**config.mk**
```make
export PLATFORM = sky130hd
export DESIGN_NAME = dmem_arbiter
export DESIGN_NICKNAME = d
export VERILOG_FILES = /design/src/rtl/dmem_arb_pkg.sv /design/src/rtl/dmem_arb_rr.sv /design/src/rtl/dmem_arbiter.sv
export SDC_FILE = /design/constraint.sdc
export NUM_CORES = 1
export LEC_CHECK = 0
export ABC_AREA = 1
export BUFFER_PORTS_ARGS = -buffer_cell sky130_fd_sc_hd__buf_2
export CAP_MARGIN = 20
export CORE_MARGIN = 2
export CORE_UTILIZATION = 30
export CTS_CLUSTER_DIAMETER = 100
export DETAILED_ROUTE_END_ITERATION = 6
export PLACE_DENSITY_LB_ADDON = 0.12
export SLEW_MARGIN = 20
export SYNTH_ARGS = -nofsm -noshare
export SYNTH_HDL_FRONTEND = slang
export SYNTH_SLANG_ARGS = --single-unit
```
**constraint.sdc**
```tcl
create_clock -name clk -period 2.5 [get_ports clk]
set_clock_uncertainty 0.2 [all_clocks]
set_input_delay 0.25 -clock clk [delete_from_list [all_inputs] [get_ports clk]]
set_output_delay 0.25 -clock clk [all_outputs]
set_load 0.005 [all_outputs]
```
**src/rtl/dmem_arb_pkg.sv**
```systemverilog
// dmem_arb_pkg: shared widths and enums for the data-memory arbiter.
//   DATA_W / ADDR_W / LEN_W : data, address and burst-length widths
//   state_e                 : arbiter FSM states
//   grant_e                 : round-robin grant owner
package dmem_arb_pkg;

    localparam int unsigned DATA_W = 16;
    localparam int unsigned ADDR_W = 16;
    localparam int unsigned LEN_W  = 4;

    typedef enum logic [1:0] {
        StIdle,
        StVec,
        StDone
    } state_e;

    typedef enum logic {
        GNT_CPU,
        GNT_VEC
    } grant_e;

endpackage

```
**src/rtl/dmem_arb_rr.sv**
```systemverilog
// dmem_arb_rr: two-way round-robin selector.
//   cpu_req_i / vec_req_i : requests
//   last_grant_i          : owner of the previous grant
//   gnt_cpu_o / gnt_vec_o : one-hot (or zero) grant
// A lone requester always wins; on contention the side that did not win last time is chosen.
module dmem_arb_rr
    import dmem_arb_pkg::*;
(
    input  logic   cpu_req_i,
    input  logic   vec_req_i,
    input  grant_e last_grant_i,
    output logic   gnt_cpu_o,
    output logic   gnt_vec_o
);

    always_comb begin
        gnt_cpu_o = cpu_req_i & (~vec_req_i | (last_grant_i == GNT_VEC));
        gnt_vec_o = vec_req_i & (~cpu_req_i | (last_grant_i == GNT_CPU));
    end

endmodule

```
**src/rtl/dmem_arbiter.sv**
```systemverilog
// dmem_arbiter: shares one single-port synchronous-read RAM between the CPU MEM stage and a
// vector unit issuing fixed-length bursts.
//   clk, rst                         : clock, asynchronous active-low reset
//   cpu_req/we/addr/wdata/rdata/stall: CPU single-cycle access port
//   vec_req/we/base/len/wdata        : burst request (len = beats - 1)
//   vec_wready/rdata/rvalid/done     : burst beat handshake and completion pulse
//   mem_we/addr/wdata/rdata          : RAM port (read data one cycle after address)
// Optional macro DMEM_ARB_PREEMPT_EN: a pending CPU request may steal one cycle between vector
// beats; without it bursts are atomic.
module dmem_arbiter
    import dmem_arb_pkg::*;
(
    input  logic              clk,
    input  logic              rst,
    input  logic              cpu_req,
    input  logic              cpu_we,
    input  logic [ADDR_W-1:0] cpu_addr,
    input  logic [DATA_W-1:0] cpu_wdata,
    output logic [DATA_W-1:0] cpu_rdata,
    output logic              cpu_stall,
    input  logic              vec_req,
    input  logic              vec_we,
    input  logic [ADDR_W-1:0] vec_base,
    input  logic [LEN_W-1:0]  vec_len,
    input  logic [DATA_W-1:0] vec_wdata,
    output logic              vec_wready,
    output logic [DATA_W-1:0] vec_rdata,
    output logic              vec_rvalid,
    output logic              vec_done,
    output logic              mem_we,
    output logic [ADDR_W-1:0] mem_addr,
    output logic [DATA_W-1:0] mem_wdata,
    input  logic [DATA_W-1:0] mem_rdata
);

    state_e            state_q, state_d;
    grant_e            last_grant_q, last_grant_d;
    logic [LEN_W-1:0]  beat_cnt_q, beat_cnt_d;
    logic [ADDR_W-1:0] base_q, base_d;
    logic [LEN_W-1:0]  len_q, len_d;
    logic              we_q, we_d;
    logic              rd_pending_q, rd_pending_d;
`ifdef DMEM_ARB_PREEMPT_EN
    // Set after a stolen CPU cycle so the next VEC cycle is guaranteed to be a beat.
    logic              cpu_slot_q, cpu_slot_d;
`endif

    logic rr_gnt_cpu, rr_gnt_vec;
    logic cpu_gnt, beat;

    // Requests are masked in reset so no grant (and no RAM write) can leak out while rst is low.
    dmem_arb_rr u_rr (
        .cpu_req_i    (cpu_req & rst),
        .vec_req_i    (vec_req & rst),
        .last_grant_i (last_grant_q),
        .gnt_cpu_o    (rr_gnt_cpu),
        .gnt_vec_o    (rr_gnt_vec)
    );

    always_comb begin
        state_d      = state_q;
        last_grant_d = last_grant_q;
        beat_cnt_d   = beat_cnt_q;
        base_d       = base_q;
        len_d        = len_q;
        we_d         = we_q;
`ifdef DMEM_ARB_PREEMPT_EN
        cpu_slot_d   = cpu_slot_q;
`endif
        cpu_gnt      = 1'b0;
        beat         = 1'b0;
        mem_we       = 1'b0;
        mem_addr     = cpu_addr;
        mem_wdata    = cpu_wdata;
        vec_wready   = 1'b0;
        vec_done     = 1'b0;

        case (state_q)
            StIdle: begin
                if (rr_gnt_cpu) begin
                    cpu_gnt      = 1'b1;
                    mem_we       = cpu_we;
                    last_grant_d = GNT_CPU;
                end else if (rr_gnt_vec) begin
                    base_d       = vec_base;
                    len_d        = vec_len;
                    we_d         = vec_we;
                    beat_cnt_d   = '0;
                    last_grant_d = GNT_VEC;
                    state_d      = StVec;
`ifdef DMEM_ARB_PREEMPT_EN
                    cpu_slot_d   = 1'b0;
`endif
                end
            end
            StVec: begin
`ifdef DMEM_ARB_PREEMPT_EN
                if (cpu_req && !cpu_slot_q) begin
                    cpu_gnt    = 1'b1;
                    mem_we     = cpu_we;
                    cpu_slot_d = 1'b1;
                end else begin
                    beat       = 1'b1;
                    cpu_slot_d = 1'b0;
                end
`else
                beat = 1'b1;
`endif
                if (beat) begin
                    mem_addr   = base_q + ADDR_W'(beat_cnt_q);
                    mem_we     = we_q;
                    mem_wdata  = vec_wdata;
                    vec_wready = we_q;
                    if (beat_cnt_q == len_q) begin
                        state_d = StDone;
                    end else begin
                        beat_cnt_d = beat_cnt_q + 1'b1;
                    end
                end
            end
            StDone: begin
                vec_done = 1'b1;
                state_d  = StIdle;
            end
            default: begin
                state_d = StIdle;
            end
        endcase

        rd_pending_d = beat & ~we_q;
        cpu_stall    = cpu_req & ~cpu_gnt;
    end

    always_ff @(posedge clk or negedge rst) begin
        if (!rst) begin
            state_q      <= StIdle;
            last_grant_q <= GNT_VEC;
            beat_cnt_q   <= '0;
            base_q       <= '0;
            len_q        <= '0;
            we_q         <= 1'b0;
            rd_pending_q <= 1'b0;
`ifdef DMEM_ARB_PREEMPT_EN
            cpu_slot_q   <= 1'b0;
`endif
        end else begin
            state_q      <= state_d;
            last_grant_q <= last_grant_d;
            beat_cnt_q   <= beat_cnt_d;
            base_q       <= base_d;
            len_q        <= len_d;
            we_q         <= we_d;
            rd_pending_q <= rd_pending_d;
`ifdef DMEM_ARB_PREEMPT_EN
            cpu_slot_q   <= cpu_slot_d;
`endif
        end
    end

    assign cpu_rdata  = mem_rdata;
    assign vec_rdata  = mem_rdata;
    assign vec_rvalid = rd_pending_q;

endmodule

```
Word-level counts from Yosys, hierarchy flattened
Cells that the tools add are included.

Bits in registers: 29. Latch bits: 0. RAM bits: 0. ROM bits: 0. Bits of input ports: 90. Output and inout port bits: 69. Memories kept: 0.

Add/subtract/negate cells: 2. Multipliers: 0. Divide/modulo/power cells: 0. $lt $le $gt $ge: 0. Equality and inequality tests: 7. Shift-type cells: 0. Multiplexer cells: 19. Bitwise gates (word level): 14. Reduce and logical (&&, ||, !) cells: 7.

Operators by type and width (number): 2-to-1 mux 16 bit (2); adder 16 x 4 -> 16 bit (1); 2-to-1 mux 4 bit (3); 2-to-1 mux 1 bit (8); inequality test 2 bit, second input constant (4); one-hot mux 4 bit (2 select lines) (1); bitwise AND 1 bit (6); 2-to-1 mux 2 bit (3); NOT 1 bit (6); AND reduction 3 bit (2); adder 4 x 1 -> 4 bit, second input constant (1); equality test 4 bit (1); one-hot mux 2 bit (2 select lines) (1); AND reduction 4 bit (1); nonzero test 2 bit (2); equality test 2 x 1 -> 1 bit, second input constant (1); equality test 2 bit, second input constant (1); zero test 2 bit (1); bitwise OR 1 bit (2); one-hot mux 1 bit (2 select lines) (1); AND reduction 2 bit (1).

Logic depth before layout (Yosys ltp)
Gate-level depths: netlist (run 1).

Depth in word-level cells: 8. Gate-level depth with buffers: 10.

Modules after synthesis
Synthesis (run 1) repeated with hierarchy kept, for this count alone.

Cells, all modules: 337. Area total of the unflattened synthesis: 2379.8 µm².

By module, submodules not included: dmem_arbiter (instances 1, cells an instance 333, area each 2352.3 µm², seq. area each 726.9 µm²); dmem_arb_rr (instances 1, cells an instance 4, area each 27.5 µm², seq. area each 0.0 µm²).

Least setup slack after synthesis (run 1)
No wires, ideal clock.

Kind: register -> output. From: register beat_cnt_q[0]. To: output port mem_addr[10]. Arrival: 1.587 ns. Slack: 0.463 ns. Stages on the path, launching flop included: 11. Cell sequence: dfrtp_1 ha_1 fa_1 nand3_1 nand2_2 nand2_4 inv_1 nand2_1 nand2_1 nand3_1 nand2_1.

Longest elaborated chain between the ends: 2.

RTL lines: start: declaration (line dmem_arbiter.sv:38) `logic [LEN_W-1:0] beat_cnt_q, beat_cnt_d;`; start signal: assignment (line dmem_arbiter.sv:149) `beat_cnt_q <= beat_cnt_d;`; adder 16 x 4 -> 16 bit (line dmem_arbiter.sv:110) `mem_addr = base_q + ADDR_W'(beat_cnt_q);`; 2-to-1 mux 16 bit (line dmem_arbiter.sv:78) `case (state_q)`; end: declaration (line dmem_arbiter.sv:31) `output logic [ADDR_W-1:0] mem_addr,`.

Every way passes these cells.

Worst setup path in the final report (run 1)
From: register beat_cnt_q[0]. To: output port mem_addr[12].

Same word-level chain as after synthesis.

==> results of run 1 <==
[worst max path at each step]
| stage | from | to | slack, ns | cells past startpoint |
|---|---|---|---|---|
| floorplan | beat_cnt_q[0] | mem_addr[10] | 0.46 | 10 |
| global placement | beat_cnt_q[0] | mem_addr[6] | 0.21 | 8 |
| CTS | beat_cnt_q[0] | mem_addr[10] | 0.007 | 11 |
| global route | beat_cnt_q[0] | mem_addr[14] | -0.02 | 11 |
| finish | beat_cnt_q[0] | mem_addr[12] | 0.12 | 10 |
| detailed placement | beat_cnt_q[0] | mem_addr[6] | 0.19 | 8 |
[registers in the layout (all words and copies together), names as in the netlist]
name / count
base_q: 16
beat_cnt_q: 4
len_q: 4
state_q: 2
last_grant_q: 1
vec_rvalid: 1
we_q: 1
[where the power goes]
part	switching [W]	internal, W	total [W]
Clock	0.000193	0.000193	0.000385
Combinational	0.00107	0.000801	0.00187
Sequential	0.000227	0.000692	0.000919
Total	0.00149	0.00169	0.00317
[stage by stage]
step           total power (W)  setup TNS, ns  hold slack, ns
2_1_floorplan          0.00211              0          -0.246
3_3_place_gp           0.00269              0           0.137
3_5_place_dp           0.00271              0           0.137
4_1_cts                0.00315              0         0.00223
5_1_grt                0.00353        -0.0169          0.0295
6_report               0.00317              0         0.00501
[metal layers]
metal,GRT usage [%],part of all wire (%)
met3,2.58,4.9
met5,0,0
met2,26.9,47
met4,6.00,2.1
met1,18.2,46
[cell type report]
cell class	count	area, µm²	share of cell area [%]
clock buffers	6	72.6	2.31
well taps	102	128	4.07
flip-flops and latches	29	731	23.3
clock inverters	2	10.0	0.319
inverters	20	75.1	2.39
multi-input cells	265	1310	41.7
repair buffers	138	813	25.9
[cells in the mapped netlist]
cell type	n
a21oi_1	3
buf_2	5
buf_4	35
buf_6	3
clkbuf_8	1
dfrtp_1	28
dfstp_2	1
fa_1	1
ha_1	5
inv_1	17
inv_2	3
nand2_1	166
nand2_2	8
nand2_4	2
nand3_1	25
nand3_2	2
nand3b_1	3
nand4_1	1
nor2_1	18
nor2_2	1
nor2_4	3
nor3_1	1
o2111ai_1	1
o21ai_0	11
o21ai_1	3
o21bai_1	1
o22ai_1	1
xnor2_1	3
xor2_1	6
[worst max-delay path, cell delays in order (launching register included)]
cell	delay (ns)
dfrtp_2	0.42
ha_4	0.18
fa_2	0.38
nand3_2	0.09
nand2_4	0.07
buf_4	0.15
nand3_1	0.07
nand2_1	0.05
nand3_1	0.06
nand2_1	0.05
buf_2	0.12
[cell families (layout without fill, tap and decap cells)]
family / count (synthesis) / after routing / synth area share (%)
buf+inv: 64 / 166 / 17.2
xor+xnor: 9 / 9 / 3.30
simple gates: 230 / 230 / 41.1
flops: 29 / 29 / 30.4
compound gates: 20 / 20 / 4.50
fa+ha+maj: 6 / 6 / 3.46
[what timing repair did]
item,CTS,global route
setup buffers,1,1
hold endpoints to repair,48,0
hold buffers,21,0
gates resized for setup,3,8
pin swaps,2,4
endpoints found under the setup margin,5,11
==> flow_summary.ini, run 1 <==
[sta]
fmax_mhz = 420
drv_slew = 0
hold_viol_final = 0
tightest_slew_ns = 0.472
rsz0062_at_grt = true
setup_viol_count_final = 0
post-route-min-period_ns = 2.38
relSlewSlack_pct = 68.5
fin_crit_sh_pct = 95.3
fin_ws_ns = 0.118

[critical_path]
rr_endpoint = beat_cnt_q[2]
r2r_slack_ns = 0.96
ff2ff_path_depth = 8
criticalPathCategory = reg2out
cp.arrival_ns = 1.93
r2r_start = beat_cnt_q[0]
crit_fanout = 3
cp.required_ns = 2.05
worstSetupStartpointType = flop
critPathCaptureType = primary output

[place]
place_inst = 531
gp_congestion = 0.803
post_dp_cell_area_mm2 = 0.00277
io_buffer_count = 110
place_hpwl_um = 4950
dp_slack_ns = 0.187

[power]
p_leak_nw = 1.77
power_density_mw_per_mm2 = 1010
peakVddDrop_mv = 0.474

[routing]
ant_nets = 0
wl_um = 6610
drt-initial-drc-count = 70
drc = 0
dr.pass1.iters = 4
routedWlPerCell_um = 11.8
dr_total_vias = 2421
via_per_inst = 4.31

[floorplanning]
boundaryPins = 159
die_y_um = 93.2
rows = 32
dieArea_mm2 = 0.00869
fp.coreArea_mm2 = 0.00773
die_w_um = 93.2
start_util_pct = 30.9

[final_layout]
drive_gt1_share_pct = 33.3
nFillCells = 815
final_cell_mix = nand2_1 (166), buf_2 (110), dfrtp_1 (25)
syn_to_final_growth_pct = 31.4
final_common_cell = nand2_1
stdcell_count = 562
nNetsFinal = 555
fin_util_pct = 40.6
antenna_cells = 0
fin_area_mm2 = 0.00314

[clock_tree]
cts_inserted_buffers = 5
cts.sinks = 29
cts_root_buf = clkbuf_8
cts.path.max_buffers = 2
cts_max_level = 2
clock_latency_ns = 0.28
clk_pin_slew_ns = 0.06
tritoncts = done

[yosys]
postSynthCellCount = 358
syn-cell-area_mm2 = 0.00239
yosysWarnings = 0
synthTopCellsByArea = dfrtp_1 (29%), nand2_1 (26%), buf_4 (11%)
yosysTopAreaCellShare_pct = 29.3
ys_ff_latch = 29
yosysUniqueCellTypes = 29
synth_nets = 454
syn_avg_cell_area_um2 = 6.67
yosysTopAreaCell = dfrtp_1
synth-seq-area-share_pct = 30.4

[outcome]
status = finished, final reports clean

[global_routing]
grt_pass1_vias = 2288
grt_overflow = 0
grt_pass1_wl_um = 10400
antenna_found_initial = 0
grt_max_degree = 31
grt_use_total_pct = 15.2

[worst_hold_path]
holdPathEnd = base_q[0]
whs_path_depth = 3
hold_class = in2reg
worstHoldStart = vec_base[0]

[flow_run]
cap_viol_max_count = 0
Power figures use the tool's default switching activity.
==> run 2: changes to the inputs <==
- CELL_PAD_IN_SITES_DETAIL_PLACEMENT: unset -> 1
- CELL_PAD_IN_SITES_GLOBAL_PLACEMENT: unset -> 2
- CORE_UTILIZATION: 30 -> 20
==> run 2 against run 1 <==
- fmax increased by 0.34%
- sequential cell count is the same
- sequential power is 1% lower
- worst hold slack improved by 0.21 ns
- setup slack better by 0.0082 ns
- utilization down 12 points
- register-to-register slack got worse by 0.14 ns
- clock power rose by 85%
- largest power group unchanged
==> flow_summary.ini, run 2 (synthesis results as in run 1) <==
[outcome]
status = finished, final reports clean

[floorplanning]
rows = 39
boundaryPins = 159
dieArea_mm2 = 0.0128
fp.coreArea_mm2 = 0.0115
die_y_um = 113
die_w_um = 113
start_util_pct = 20.7

[critical_path]
crit_path_frequent_cell = nand2_1
worstSetupStartpointType = flop
cp.required_ns = 2.05
slowest_stage = dfrtp_1
crit_family = adder cells
critPathCaptureType = primary output
critPathMaxStageDelay_ns = 0.41
criticalPathCategory = reg2out
crit_fanout = 5
cp.arrival_ns = 1.92
worst-path-buf-inv = 2
cp.depth = 11
path_cells = ha_4, fa_2, nand3_2, nand2_4, nand2_4, inv_1, nand2_1, nand2_1, nand3_1, nand2_1, buf_2
ff2ff_path_depth = 9

[sta]
rsz0062_at_grt = true
drv_slew = 0
post-route-min-period_ns = 2.37
fmax_mhz = 421
hold_viol_final = 0
relSlewSlack_pct = 66.7
tightest_slew_ns = 0.499
setup_viol_count_final = 0
fin_crit_sh_pct = 94.9
fin_ws_ns = 0.126

[worst_hold_path]
hold_class = in2reg
whs_path_depth = 4

[routing]
drt-initial-drc-count = 82
drc = 0
dr_total_vias = 2525
wl_um = 7680
ant_nets = 0
dr.pass1.iters = 4
routedWlPerCell_um = 12.7
via_per_inst = 4.17

[clock_tree]
cts_root_buf = clkbuf_16
cts_inserted_buffers = 5
tritoncts = done
cts_max_level = 2
cts.sinks = 29
clk_pin_slew_ns = 0.05
clock_latency_ns = 0.27
cts.path.max_buffers = 2

[final_layout]
syn_to_final_growth_pct = 37.8
largest_reg_flops = 16
final_common_cell = nand2_1
final_cell_mix = nand2_1 (165), buf_2 (110), dfrtp_1 (27)
stdcell_count = 605
drive_gt1_share_pct = 32.9
antenna_cells = 0
nNetsFinal = 557
largest_registers = base_q (16), beat_cnt_q (4), len_q (4)
regMostFlops = base_q

[power]
p_leak_nw = 1.82
power_density_mw_per_mm2 = 1080
total_power_w = 0.00354
peakVddDrop_mv = 0.340

[global_routing]
antenna_found_initial = 0
grt_max_degree = 31
grt_pass1_vias = 2576
grt_use_total_pct = 12.0
grt_pass1_wl_um = 12500
grt_overflow = 0

[place]
gp_congestion = 0.751
io_buffer_count = 110
dp_slack_ns = 0.266
place_hpwl_um = 5800
place_inst = 573

[flow_run]
cap_viol_max_count = 0
## run 2: cell count changes in the layout (fill, tap and decap cells not counted), sizes merged
cell,before,now
clkinv,2,0
clkbuf,6,7
bufinv,0,1
dlygate4sd3,21,22
buf,117,118
## run 2: worst paths after layout
path	end	slack [ns]	startpoint
max in group asynchronous	last_grant_q	1.38	rst
worst max register to register	beat_cnt_q[3]	0.82	beat_cnt_q[0]
worst min-delay path	last_grant_q	0.22	cpu_req
worst max-delay path	mem_addr[10]	0.13	beat_cnt_q[0]
min in group asynchronous	len_q[0]	0.39	rst
worst min register to register	vec_rvalid	0.23	we_q
## run 2: timing repair
| action | CTS | global route |
|---|---|---|
| hold endpoints to repair | 49 | 0 |
| pin swaps | 0 | 4 |
| setup endpoints to repair | 3 | 9 |
| setup buffers | 0 | 2 |
| gates resized for setup | 1 | 9 |
| hold buffers | 22 | 0 |
## run 2: stage by stage
step / util [%] / cell area, µm² / TNS [ns] / hold WS (ns)
floorplan: - / 2390 / 0 / -0.246
CTS: 28.1 / 3240 / 0 / 0.226
global placement: 24.7 / 2840 / 0 / 0.169
global route: 28.6 / 3290 / -0.00829 / 0.257
finish: 28.6 / 3290 / 0 / 0.218
detailed placement: 24.7 / 2840 / 0 / 0.171
## run 2: report_power, final
part,total [W],switching (W),internal [W]
logic,0.00192,0.00111,0.000810
clock network,0.000713,0.000215,0.000497
registers,0.000908,0.000217,0.000691
total,0.00354,0.00154,0.00200
## run 2: layer usage
layer,GRT usage (%),vias up,share of wire [%]
met3,2.36,8,6.2
met4,3.90,0,1.4
li1,-,1286,-
met1,15.5,1149,45
met2,20.2,82,47
met5,0,-,0
## run 2: worst reg2reg max path: cells and delay by family, from the launching register on
family,cells,cell delay [ns]
and+or+nand+nor,6,0.52
buffers and inverters,2,0.29
xor gates and xnor gates,1,0.16
DFF,1,0.41
## run 2: cell type report
class                   instances  area (µm²)
fillers                      1470        8220
clock inverters                 1        30.0
flip-flops and latches         29         728
inverters                      20        75.1
repair buffers                140         843
multi-input cells             265        1290
well taps                     143         179
clock buffers                   7         143
